[src/rtl/adam_periph_uart_ctrl.sv]
// APB master that configures an adam_periph_uart after reset, then bridges byte streams to it
// by polling SR; supports the ADAM pause handshake between transfers.
module adam_periph_uart_ctrl #(
  parameter int unsigned           ADDR_WIDTH = 32,
  parameter int unsigned           DATA_WIDTH = 32,
  parameter logic [ADDR_WIDTH-1:0] BASE_ADDR  = '0,
  parameter int unsigned           BRR_VALUE  = 434,
  parameter logic [DATA_WIDTH-1:0] CR_VALUE   = 32'h0000_0807
) (
  input  logic                    clk,
  input  logic                    rst_n,
  input  logic                    pause_req,
  output logic                    pause_ack,
  output logic [ADDR_WIDTH-1:0]   paddr,
  output logic                    psel,
  output logic                    penable,
  output logic                    pwrite,
  output logic [DATA_WIDTH-1:0]   pwdata,
  output logic [DATA_WIDTH/8-1:0] pstrb,
  input  logic [DATA_WIDTH-1:0]   prdata,
  input  logic                    pready,
  input  logic                    pslverr,
  input  logic [7:0]              tx_data,
  input  logic                    tx_valid,
  output logic                    tx_ready,
  output logic [7:0]              rx_data,
  output logic                    rx_valid,
  input  logic                    rx_ready,
  output logic                    init_done,
  output logic                    err
);

  localparam logic [ADDR_WIDTH-1:0] DrAddr  = BASE_ADDR + ADDR_WIDTH'(8'h00);
  localparam logic [ADDR_WIDTH-1:0] CrAddr  = BASE_ADDR + ADDR_WIDTH'(8'h04);
  localparam logic [ADDR_WIDTH-1:0] SrAddr  = BASE_ADDR + ADDR_WIDTH'(8'h08);
  localparam logic [ADDR_WIDTH-1:0] BrrAddr = BASE_ADDR + ADDR_WIDTH'(8'h0C);
  localparam logic [ADDR_WIDTH-1:0] IerAddr = BASE_ADDR + ADDR_WIDTH'(8'h10);

  typedef enum logic [2:0] {
    StInitBrr, StInitCr, StInitIer, StPoll, StTxWr, StRxRd, StPaused
  } state_e;

  state_e                  state_q, state_d, resume_q, resume_d;
  logic                    psel_q, psel_d, penable_q, penable_d, pwrite_q, pwrite_d;
  logic [ADDR_WIDTH-1:0]   paddr_q, paddr_d;
  logic [DATA_WIDTH-1:0]   pwdata_q, pwdata_d;
  logic                    pause_ack_q, pause_ack_d, rx_valid_q, rx_valid_d;
  logic [7:0]              rx_data_q, rx_data_d;
  logic                    init_done_q, init_done_d, err_q, err_d;
  logic                    xfer_done;
  logic [ADDR_WIDTH-1:0]   req_addr;
  logic                    req_write;
  logic [DATA_WIDTH-1:0]   req_wdata;
  logic                    unused_prdata;

  assign xfer_done     = psel_q & penable_q & pready;
  assign unused_prdata = ^prdata[DATA_WIDTH-1:8];

  // Transfer that the current state would issue when the bus is idle.
  always_comb begin
    req_addr  = SrAddr;
    req_write = 1'b0;
    req_wdata = '0;
    unique case (state_q)
      StInitBrr: begin
        req_addr  = BrrAddr;
        req_write = 1'b1;
        req_wdata = DATA_WIDTH'(BRR_VALUE);
      end
      StInitCr: begin
        req_addr  = CrAddr;
        req_write = 1'b1;
        req_wdata = CR_VALUE;
      end
      StInitIer: begin
        req_addr  = IerAddr;
        req_write = 1'b1;
      end
      StTxWr: begin
        req_addr  = DrAddr;
        req_write = 1'b1;
        req_wdata = {{(DATA_WIDTH-8){1'b0}}, tx_data};
      end
      StRxRd:  req_addr = DrAddr;
      default: req_addr = SrAddr;
    endcase
  end

  always_comb begin
    state_d     = state_q;
    resume_d    = resume_q;
    psel_d      = psel_q;
    penable_d   = penable_q;
    pwrite_d    = pwrite_q;
    paddr_d     = paddr_q;
    pwdata_d    = pwdata_q;
    pause_ack_d = pause_ack_q;
    rx_valid_d  = rx_valid_q;
    rx_data_d   = rx_data_q;
    init_done_d = init_done_q;
    err_d       = err_q;

    if (psel_q && !penable_q) penable_d = 1'b1;
    if (xfer_done) begin
      psel_d    = 1'b0;
      penable_d = 1'b0;
      if (pslverr) err_d = 1'b1;
    end
    if (rx_valid_q && rx_ready) rx_valid_d = 1'b0;

    unique case (state_q)
      // A failed init write leaves the state unchanged so the same write is retried.
      StInitBrr: if (xfer_done && !pslverr) state_d = StInitCr;
      StInitCr:  if (xfer_done && !pslverr) state_d = StInitIer;
      StInitIer: begin
        if (xfer_done && !pslverr) begin
          state_d     = StPoll;
          init_done_d = 1'b1;
        end
      end
      StPoll: begin
        if (xfer_done && !pslverr) begin
          if (prdata[1] && !rx_valid_q)   state_d = StRxRd;
          else if (prdata[0] && tx_valid) state_d = StTxWr;
        end
      end
      StTxWr: if (xfer_done) state_d = StPoll;
      StRxRd: begin
        if (xfer_done) begin
          state_d = StPoll;
          if (!pslverr) begin
            rx_data_d  = prdata[7:0];
            rx_valid_d = 1'b1;
          end
        end
      end
      StPaused: begin
        if (!pause_req) begin
          pause_ack_d = 1'b0;
          state_d     = resume_q;
        end
      end
      default: state_d = StInitBrr;
    endcase

    // Pause is only honoured with the bus idle, so nothing is ever left outstanding.
    if (!psel_q && state_q != StPaused) begin
      if (pause_req) begin
        state_d     = StPaused;
        resume_d    = state_q;
        pause_ack_d = 1'b1;
      end else begin
        psel_d   = 1'b1;
        paddr_d  = req_addr;
        pwrite_d = req_write;
        pwdata_d = req_wdata;
      end
    end
  end

  always_ff @(posedge clk or negedge rst_n) begin
    if (!rst_n) begin
      state_q     <= StInitBrr;
      resume_q    <= StInitBrr;
      psel_q      <= 1'b0;
      penable_q   <= 1'b0;
      pwrite_q    <= 1'b0;
      paddr_q     <= '0;
      pwdata_q    <= '0;
      pause_ack_q <= 1'b0;
      rx_valid_q  <= 1'b0;
      rx_data_q   <= '0;
      init_done_q <= 1'b0;
      err_q       <= 1'b0;
    end else begin
      state_q     <= state_d;
      resume_q    <= resume_d;
      psel_q      <= psel_d;
      penable_q   <= penable_d;
      pwrite_q    <= pwrite_d;
      paddr_q     <= paddr_d;
      pwdata_q    <= pwdata_d;
      pause_ack_q <= pause_ack_d;
      rx_valid_q  <= rx_valid_d;
      rx_data_q   <= rx_data_d;
      init_done_q <= init_done_d;
      err_q       <= err_d;
    end
  end

  assign psel      = psel_q;
  assign penable   = penable_q;
  assign pwrite    = pwrite_q;
  assign paddr     = paddr_q;
  assign pwdata    = pwdata_q;
  assign pstrb     = '1;
  assign pause_ack = pause_ack_q;
  assign rx_valid  = rx_valid_q;
  assign rx_data   = rx_data_q;
  assign init_done = init_done_q;
  assign err       = err_q;
  assign tx_ready  = (state_q == StTxWr) && xfer_done;

endmodule

[config.mk]
export PLATFORM = sky130hd
export DESIGN_NAME = adam_periph_uart_ctrl
export DESIGN_NICKNAME = d
export VERILOG_FILES = /design/src/rtl/adam_periph_uart_ctrl.sv
export SDC_FILE = /design/constraint.sdc
export NUM_CORES = 1
export LEC_CHECK = 0
export ABC_CLOCK_PERIOD_IN_PS = 2800
export BUFFER_PORTS_ARGS = -buffer_cell sky130_fd_sc_hd__buf_2
export CAP_MARGIN = 20
export CELL_PAD_IN_SITES_DETAIL_PLACEMENT = 0
export CELL_PAD_IN_SITES_GLOBAL_PLACEMENT = 1
export CORE_MARGIN = 1
export CORE_UTILIZATION = 33
export CTS_CLUSTER_DIAMETER = 120
export DETAILED_ROUTE_END_ITERATION = 10
export PLACE_DENSITY = 0.92
export SYNTH_ARGS = -nofsm -noshare
export SYNTH_HDL_FRONTEND = slang
export SYNTH_SLANG_ARGS = --single-unit
[constraint.sdc]
create_clock -name clk -period 2.8 [get_ports clk]
set_input_delay 0.7 -clock clk [delete_from_list [all_inputs] [get_ports clk]]
set_output_delay 0.7 -clock clk [all_outputs]
set_load 0.01 [all_outputs]
==> run summary, run 1 <==
post-route ant nets: 0
final core occ: 37.8%
Peak Freq: 419 MHz
vias: 1391
Netlist cell types: 45
hold_buf cts: 0
Layout area overhead: 9.17%
layout cells sized above 1: 33.3%
Fin. Hold Viols: 0
Seq cells post-synth: 34
cell count of the worst reg-to-reg path: 3
Crit. End Element: primary output
largest net degree at the start of global routing: 35
Post-synth EDFFs: 0
Post-Syn Instances: 198
transition time of the tightest slew-check pin: 0.774 ns
detailed placer's ending HPWL: 2750 um
Leak: 1.23 nW
crit path time final: 2.39 ns
placed cell area: 2150 sq um
pre-CTS WS: 0.646 ns
Row Count: 28
Buffers on Ports: 51
Initial DRC Count: 39
GRT overflow: 0
final instance area: 2260 sq um
CP Launch Type: register
number of clock sinks: 34
routed len/inst: 11.9 um
initial antenna violation count: 0
WL final: 3830 um
Synth Cell Area: 2070 sq um
fillers: 600
Num CTS Buffers: 5
die area: 6600 sq um
relative max-transition margin: 48.4%
Hold Crit Depth: 1
CTS tree: built
DR vias/cell: 4.33
later-pin clock latency in the skew report: 0.29 ns
Cell Pwr Density: 992 nW/um^2
peak supply drop: 0.428 mV
die span in x: 81.3 um
drt pass-1 iters: 4
crit path max fanout: 15
Max clock buf depth: 2
Max Slew Vio Count: 0
clk_skew: 0.00491 ns
final setup vio count: 0
yosys warns: 0
Area contributors post-synth: dfrtp_1, buf_4, mux2_2
wire length of the first global-routing pass: 6130 um
Min-Delay Path Class: reg2reg
Top FF cell, synth: dfrtp_1
vias in the first global route: 1275
final cycle utilization of the critical path: 85.2%
most frequent cells in the layout: conb_1, buf_2, dfrtp_1
Async SR Flop Fraction: 100%
Tot GR Track Use: 12.4%
syn_area_per_cell: 10.5 sq um
Post-CTS Resized: 0
Post-CTS Setup Repair Bufs: 0
clk root buf: clkbuf_8
antenna cell count: 0
status: finished, final reports clean
DRC: 0
Max Cap Violations: 0
io pins: 131
area of the multi-input gates: 923 sq um
RSZ-0062 raised after global routing: false
wire length on met1: 1750 um
H-tree lvl count: 2
Setup TNS: 0 ns
GPL Wtd Cong: 0.697
data arrival time of the worst path: 1.69 ns
WL met3: 346 um
worst setup margin: 0.414 ns
nets@finish: 292
met2 routed WL: 1720 um
Die Ht: 81.3 um
part of the Yosys area used for sequential elements: 41.0%
Worst-path clk slew: 0.07 ns
Register Area: 851 sq um
Top Layer Used: met4
area leader, netlist: dfrtp_1
critical setup path kind: reg2out
Yosys top cell area share: 41.0%
WP data required: 2.10 ns
initial core utilization: 34.6%
most common cell after layout, fill and taps aside: conb_1
core box area: 5990 sq um
## registers in the layout, summed over array words and instances (netlist names)
register,flops
pwrite,1
pwdata,10
pause_ack,1
penable,1
paddr,3
rx_data,8
rx_valid,1
err,1
state_q,3
init_done,1
resume_q,3
psel,1
## cells by family after synthesis
| family | after synthesis | synth area share, % |
|---|---|---|
| xor+xnor | 1 | 0.423 |
| compound gates | 30 | 10.5 |
| other cells | 2 | 0.362 |
| mux | 21 | 11.7 |
| buf+inv | 71 | 24.0 |
| simple gates | 39 | 11.9 |
| flops | 34 | 41.0 |
## per-layer routing
metal  global-route usage [%]  vias to the layer above
met5                        0                        -
met4                     5.89                        0
met3                     4.04                        2
met2                     18.0                       77
met1                     16.4                      653
li1                         -                      659
## cell type report
| cell class | count | share of cell area [%] |
|---|---|---|
| multi-input cells | 146 | 40.8 |
| flip-flops and latches | 34 | 37.6 |
| repair buffers | 52 | 11.6 |
| clock buffers | 8 | 4.86 |
| well taps | 75 | 4.15 |
| inverters | 6 | 0.995 |
## power breakdown
group	internal [mW]	switching (mW)	leakage [nW]
Clock	0.248	0.178	0.0575
Combinational	0.448	0.471	0.753
Sequential	0.691	0.209	0.423
Total	1.39	0.857	1.23
## stage by stage
step           total power, mW  instances  hold WS [ns]
4_1_cts                   2.28        321         0.463
3_5_place_dp              1.84        313         0.446
5_1_grt                   2.43        321         0.493
2_1_floorplan             1.62        251         0.404
3_3_place_gp              1.81        313         0.438
6_report                  2.24        321         0.465
## worst paths after layout
check	start	end	slack, ns
hold / removal	init_done	init_done	0.47
setup reg to reg	state_q[2]	pwdata[2]	0.81
setup / recovery	state_q[2]	tx_ready	0.41
min in group asynchronous	rst_n	pwdata[5]	0.48
hold reg to reg	init_done	init_done	0.47
max in group asynchronous	rst_n	rx_data[4]	1.82
## cells in the mapped netlist (all sizes together) (4+ instances only)
cell    instances
mux2           17
a21o            4
nand2b          5
a21oi           5
dfrtp          34
nor2            5
inv             6
nand2          10
buf            62
mux2i           4
o21ai           5
## critical path, stage by stage (launching register included)
cell and delay, ns:
dfrtp_1 0.62, inv_1 0.28, nor4_1 0.32, buf_2 0.18
Power figures use the tool's default switching activity.
==> inputs of run 2 (changes only) <==
Settings changed: PLACE_DENSITY 0.92 to unset, PLACE_DENSITY_LB_ADDON set to 0.05.
==> run 2 against run 1 <==
Clock power decreased by 16%. Power decreased by 1.7%. First-iteration DRC count is 5.1% higher. Global-route usage about the same. Sequential power is 0.4% lower. Sequential cell count did not move. Non-clock buffer count rose by 3. Critical path type unchanged. Largest power group unchanged. Highest routed layer unchanged.
==> run summary, run 2 (same netlist as run 1, synthesis figures left out) <==
status: finished, final reports clean
Crit. Startpoint: psel
Worst-path clk slew: 0.06 ns
core box area: 5990 sq um
CP bufs+invs: 1
initial antenna violation count: 0
CP max stage delay: 0.62 ns
Setup TNS: 0 ns
Post-CTS Setup Repair Bufs: 0
most frequent cells in the layout: conb_1, buf_2, dfrtp_1
largest net degree at the start of global routing: 35
Layout area overhead: 8.93%
Cell Pwr Density: 977 nW/um^2
Register Area: 851 sq um
nets@finish: 295
Min-Delay Path Class: reg2reg
Max clock buf depth: 2
antenna cell count: 0
peak supply drop: 0.356 mV
Fin Hold WS: 0.453 ns
Tot GR Track Use: 12.4%
crit-path cells: nand3_1 > nor4_1 > buf_2
number of flip-flops in the largest register: 10
Crit. End Element: primary output
clk root buf: clkbuf_8
GPL Wtd Cong: 0.704
Fin. Hold Viols: 0
area of the multi-input gates: 923 sq um
GRT overflow: 0
WP data required: 2.10 ns
vias in the first global route: 1223
pre-CTS WS: 0.742 ns
final cycle utilization of the critical path: 75.9%
clk_skew: 0.00823 ns
worst min-delay path startpoint: init_done
relative max-transition margin: 47.5%
initial core utilization: 34.6%
routed len/inst: 12.2 um
fillers: 635
Leak: 1.23 nW
H-tree lvl count: 2
later-pin clock latency in the skew report: 0.28 ns
CP top delay family: flip-flops
WL final: 3920 um
drt pass-1 iters: 4
transition time of the tightest slew-check pin: 0.787 ns
Initial DRC Count: 41
Num CTS Buffers: 5
final instance area: 2260 sq um
post-route ant nets: 0
Buffers on Ports: 51
DR vias/cell: 4.30
io pins: 131
detailed placer's ending HPWL: 2820 um
R2R Path Start: state_q[0]
worst setup margin: 0.676 ns
Power, Total: 2.21 mW
die span in x: 81.3 um
placed cell area: 2180 sq um
CP Launch Type: register
vias: 1383
Row Count: 28
number of clock sinks: 34
crit path time final: 2.12 ns
crit path max fanout: 12
data arrival time of the worst path: 1.42 ns
final core occ: 37.7%
Die Ht: 81.3 um
placed cell count: 316
wire length of the first global-routing pass: 6150 um
Max Cap Violations: 0
layout cells sized above 1: 33.6%
CTS tree: built
RSZ-0062 raised after global routing: false
final setup vio count: 0
die area: 6600 sq um
DRC: 0
Post-CTS Resized: 0
Max Slew Vio Count: 0
Peak Freq: 471 MHz
hold_buf cts: 0
Post-Layout Cell Count: 322
most common cell after layout, fill and taps aside: conb_1
critical setup path kind: reg2out
CP max-delay cell: dfrtp_1
[run 2: cell types whose count changed in the layout (fill, tap and decap cells not counted)]
cell / change
buf_4: +3
clkbuf_8: -2
[run 2: cell type report]
type	instances	share of cell area [%]
Clock buffer	6	3.66
Inverter	6	0.997
Timing Repair Buffer	55	12.6
Tap cell	75	4.16
Multi-Input combinational cell	146	40.9
Sequential cell	34	37.7
[run 2: metal layers]
metal  track usage, %  vias to the layer above  wire (um)
met1             16.5                      650       1850
met3             4.38                        7        329
met4             5.36                        0         54
met5                0                        -          0
li1                 -                      662          -
met2             18.0                       64       1690
[run 2: worst paths after layout]
kind                        endpoint  slack, ns  cells past startpoint
min in group asynchronous  pwdata[5]       0.49                      1
hold reg to reg            init_done       0.45                      1
setup reg to reg           pwdata[3]       0.82                      3
setup / recovery            tx_ready       0.68                      3
max in group asynchronous        err       1.80                      1
hold / removal             init_done       0.45                      1
[run 2: power breakdown]
part	internal [mW]	switching (mW)
Sequential	0.691	0.205
Clock	0.190	0.170
Combinational	0.472	0.479
Total	1.35	0.853
==> inputs of run 3 (changes only) <==
Settings changed: ABC_AREA set to 1, ABC_CLOCK_PERIOD_IN_PS 2800 to 2160, CORE_UTILIZATION 33 to 29.
Clock period 2.8 ns to 2.16 ns, I/O delays scaled along.
==> run 3 against run 2 <==
Combinational power grew 20%. Clock-buffer cell count grew 2. Register-to-register slack lost 0.15 ns. Sequential share of layout area shrank 0.62 points. Critical path type unchanged. Clock skew shrank 0.0030 ns.
==> run summary, run 3 <==
detailed placer's ending HPWL: 3160 um
clk root buf: clkbuf_8
CP bufs+invs: 1
Min-Delay Path Class: in2async
drt pass-1 iters: 4
die span in x: 86.5 um
main combinational cell family by area after synthesis: buffers and inverters
layout cells sized above 1: 25.8%
Post-CTS Resized: 0
Die Ht: 86.5 um
most common cell after layout, fill and taps aside: nand2_1
crit-path cells: nor2_4 > nand2_1 > nor2_1 > buf_2
Post-Syn Instances: 249
critical setup path kind: reg2out
Async SR Flop Fraction: 100%
peak supply drop: 0.354 mV
DR vias/cell: 3.91
most frequent cells in the layout: nand2_1, conb_1, buf_2
Compound-Gate Fraction of Synth Area: 9.12%
number of clock sinks: 34
Row Count: 30
Area contributors post-synth: dfrtp_1, buf_4, nand2_1
GRT overflow: 0
status: finished, final reports clean
CP Launch Type: register
Setup TNS: 0 ns
Initial DRC Count: 68
final core occ: 33.6%
CP top delay family: flip-flops
crit path time final: 1.89 ns
DRC: 0
Cell Pwr Density: 1190 nW/um^2
part of the Yosys area used for sequential elements: 41.1%
Simple-Gate Fraction of Synth Area: 21.8%
Fin Hold WS: 0.284 ns
mux share of post-synthesis cell area: 0%
Synth Area in XOR/XNOR: 0%
Netlist cell types: 25
Peak Freq: 529 MHz
later-pin clock latency in the skew report: 0.29 ns
H-tree lvl count: 2
syn_area_per_cell: 8.32 sq um
Register Area: 851 sq um
Num CTS Buffers: 5
initial core utilization: 30.3%
initial antenna violation count: 0
Max Cap Violations: 0
Seq cells post-synth: 34
yosys warns: 0
WL final: 4260 um
Synth Cell Area: 2070 sq um
crit path max fanout: 8
fillers: 796
core box area: 6830 sq um
count leader, synth: nand2_1
clk_skew: 0.00523 ns
number of flip-flops in the largest register: 10
nets@finish: 348
most frequent cells after synthesis: nand2_1, buf_4, dfrtp_1, inv_1, o21ai_0
Fin. Hold Viols: 0
Leak: 1.32 nW
antenna cell count: 0
io pins: 131
CP max stage delay: 0.52 ns
CTS tree: built
vias: 1556
routed len/inst: 10.7 um
area leader, netlist: dfrtp_1
die area: 7480 sq um
Max Slew Vio Count: 0
hold_buf cts: 0
vias in the first global route: 1431
RSZ-0062 raised after global routing: false
Crit. End Element: primary output
adder-cell share of the synthesized area: 0%
GPL Wtd Cong: 0.734
Post-CTS Setup Repair Bufs: 0
final cycle utilization of the critical path: 87.6%
Max clock buf depth: 2
data arrival time of the worst path: 1.35 ns
Yosys top cell area share: 41.1%
post-route ant nets: 0
wire length of the first global-routing pass: 7130 um
largest net degree at the start of global routing: 35
Top FF cell, synth: dfrtp_1
CP max-delay cell: dfrtp_1
Post-synth EDFFs: 0
Buffers on Ports: 51
Tot GR Track Use: 12.4%
final setup vio count: 0
Power, Total: 2.73 mW
WP data required: 1.62 ns
area of the multi-input gates: 846 sq um
Layout area overhead: 10.9%
Worst-path clk slew: 0.07 ns
## run 3: cell type report
| cell class | instances | area share [%] |
|---|---|---|
| sequential | 34 | 37.1 |
| multi-input combinational | 183 | 36.8 |
| timing repair buffer | 54 | 12.1 |
| tap | 96 | 5.23 |
| clock buffer | 8 | 4.80 |
| inverter | 23 | 3.98 |
## run 3: through the flow
| stage | worst slack, ns | instances | area, sq um |
|---|---|---|---|
| after floorplan | 0.668 | 302 | 2270 |
| after global placement | 0.523 | 390 | 2190 |
| after detailed placement | 0.522 | 390 | 2190 |
| after CTS | 0.232 | 398 | 2300 |
| after global routing | 0.0886 | 398 | 2300 |
| final | 0.268 | 398 | 2300 |
## run 3: per-layer routing
metal / vias up / routed length (um) / global-route usage [%]
li1: 773 / - / -
met1: 711 / 1990 / 16.2
met2: 66 / 1980 / 19.8
met3: 6 / 230 / 3.43
met4: 0 / 63 / 4.09
met5: - / 0 / 0
## run 3: final timing paths
path                       startpoint          to  slack, ns  cells past startpoint
max                        state_q[1]    tx_ready       0.27                      4
min                             rst_n  rx_data[7]       0.28                      2
max reg2reg                state_q[1]        psel       0.67                      7
min reg2reg                 pwdata[8]   pwdata[8]       0.47                      2
max in group asynchronous       rst_n    paddr[3]       1.55                      2
min in group clk             rx_ready    rx_valid       0.44                      2
## run 3: power by group
group	internal (mW)	total, mW	switching (mW)
Sequential	0.862	1.03	0.171
Combinational	0.399	1.14	0.740
Clock	0.322	0.555	0.233
Total	1.58	2.73	1.14
## run 3: cell families (layout without fill, tap and decap cells)
group,Yosys count,count (layout)
buffers and inverters,85,85
other,2,55
AO/OA/AOI/OAI,33,33
flip-flops,34,34
AND/OR/NAND/NOR,95,95
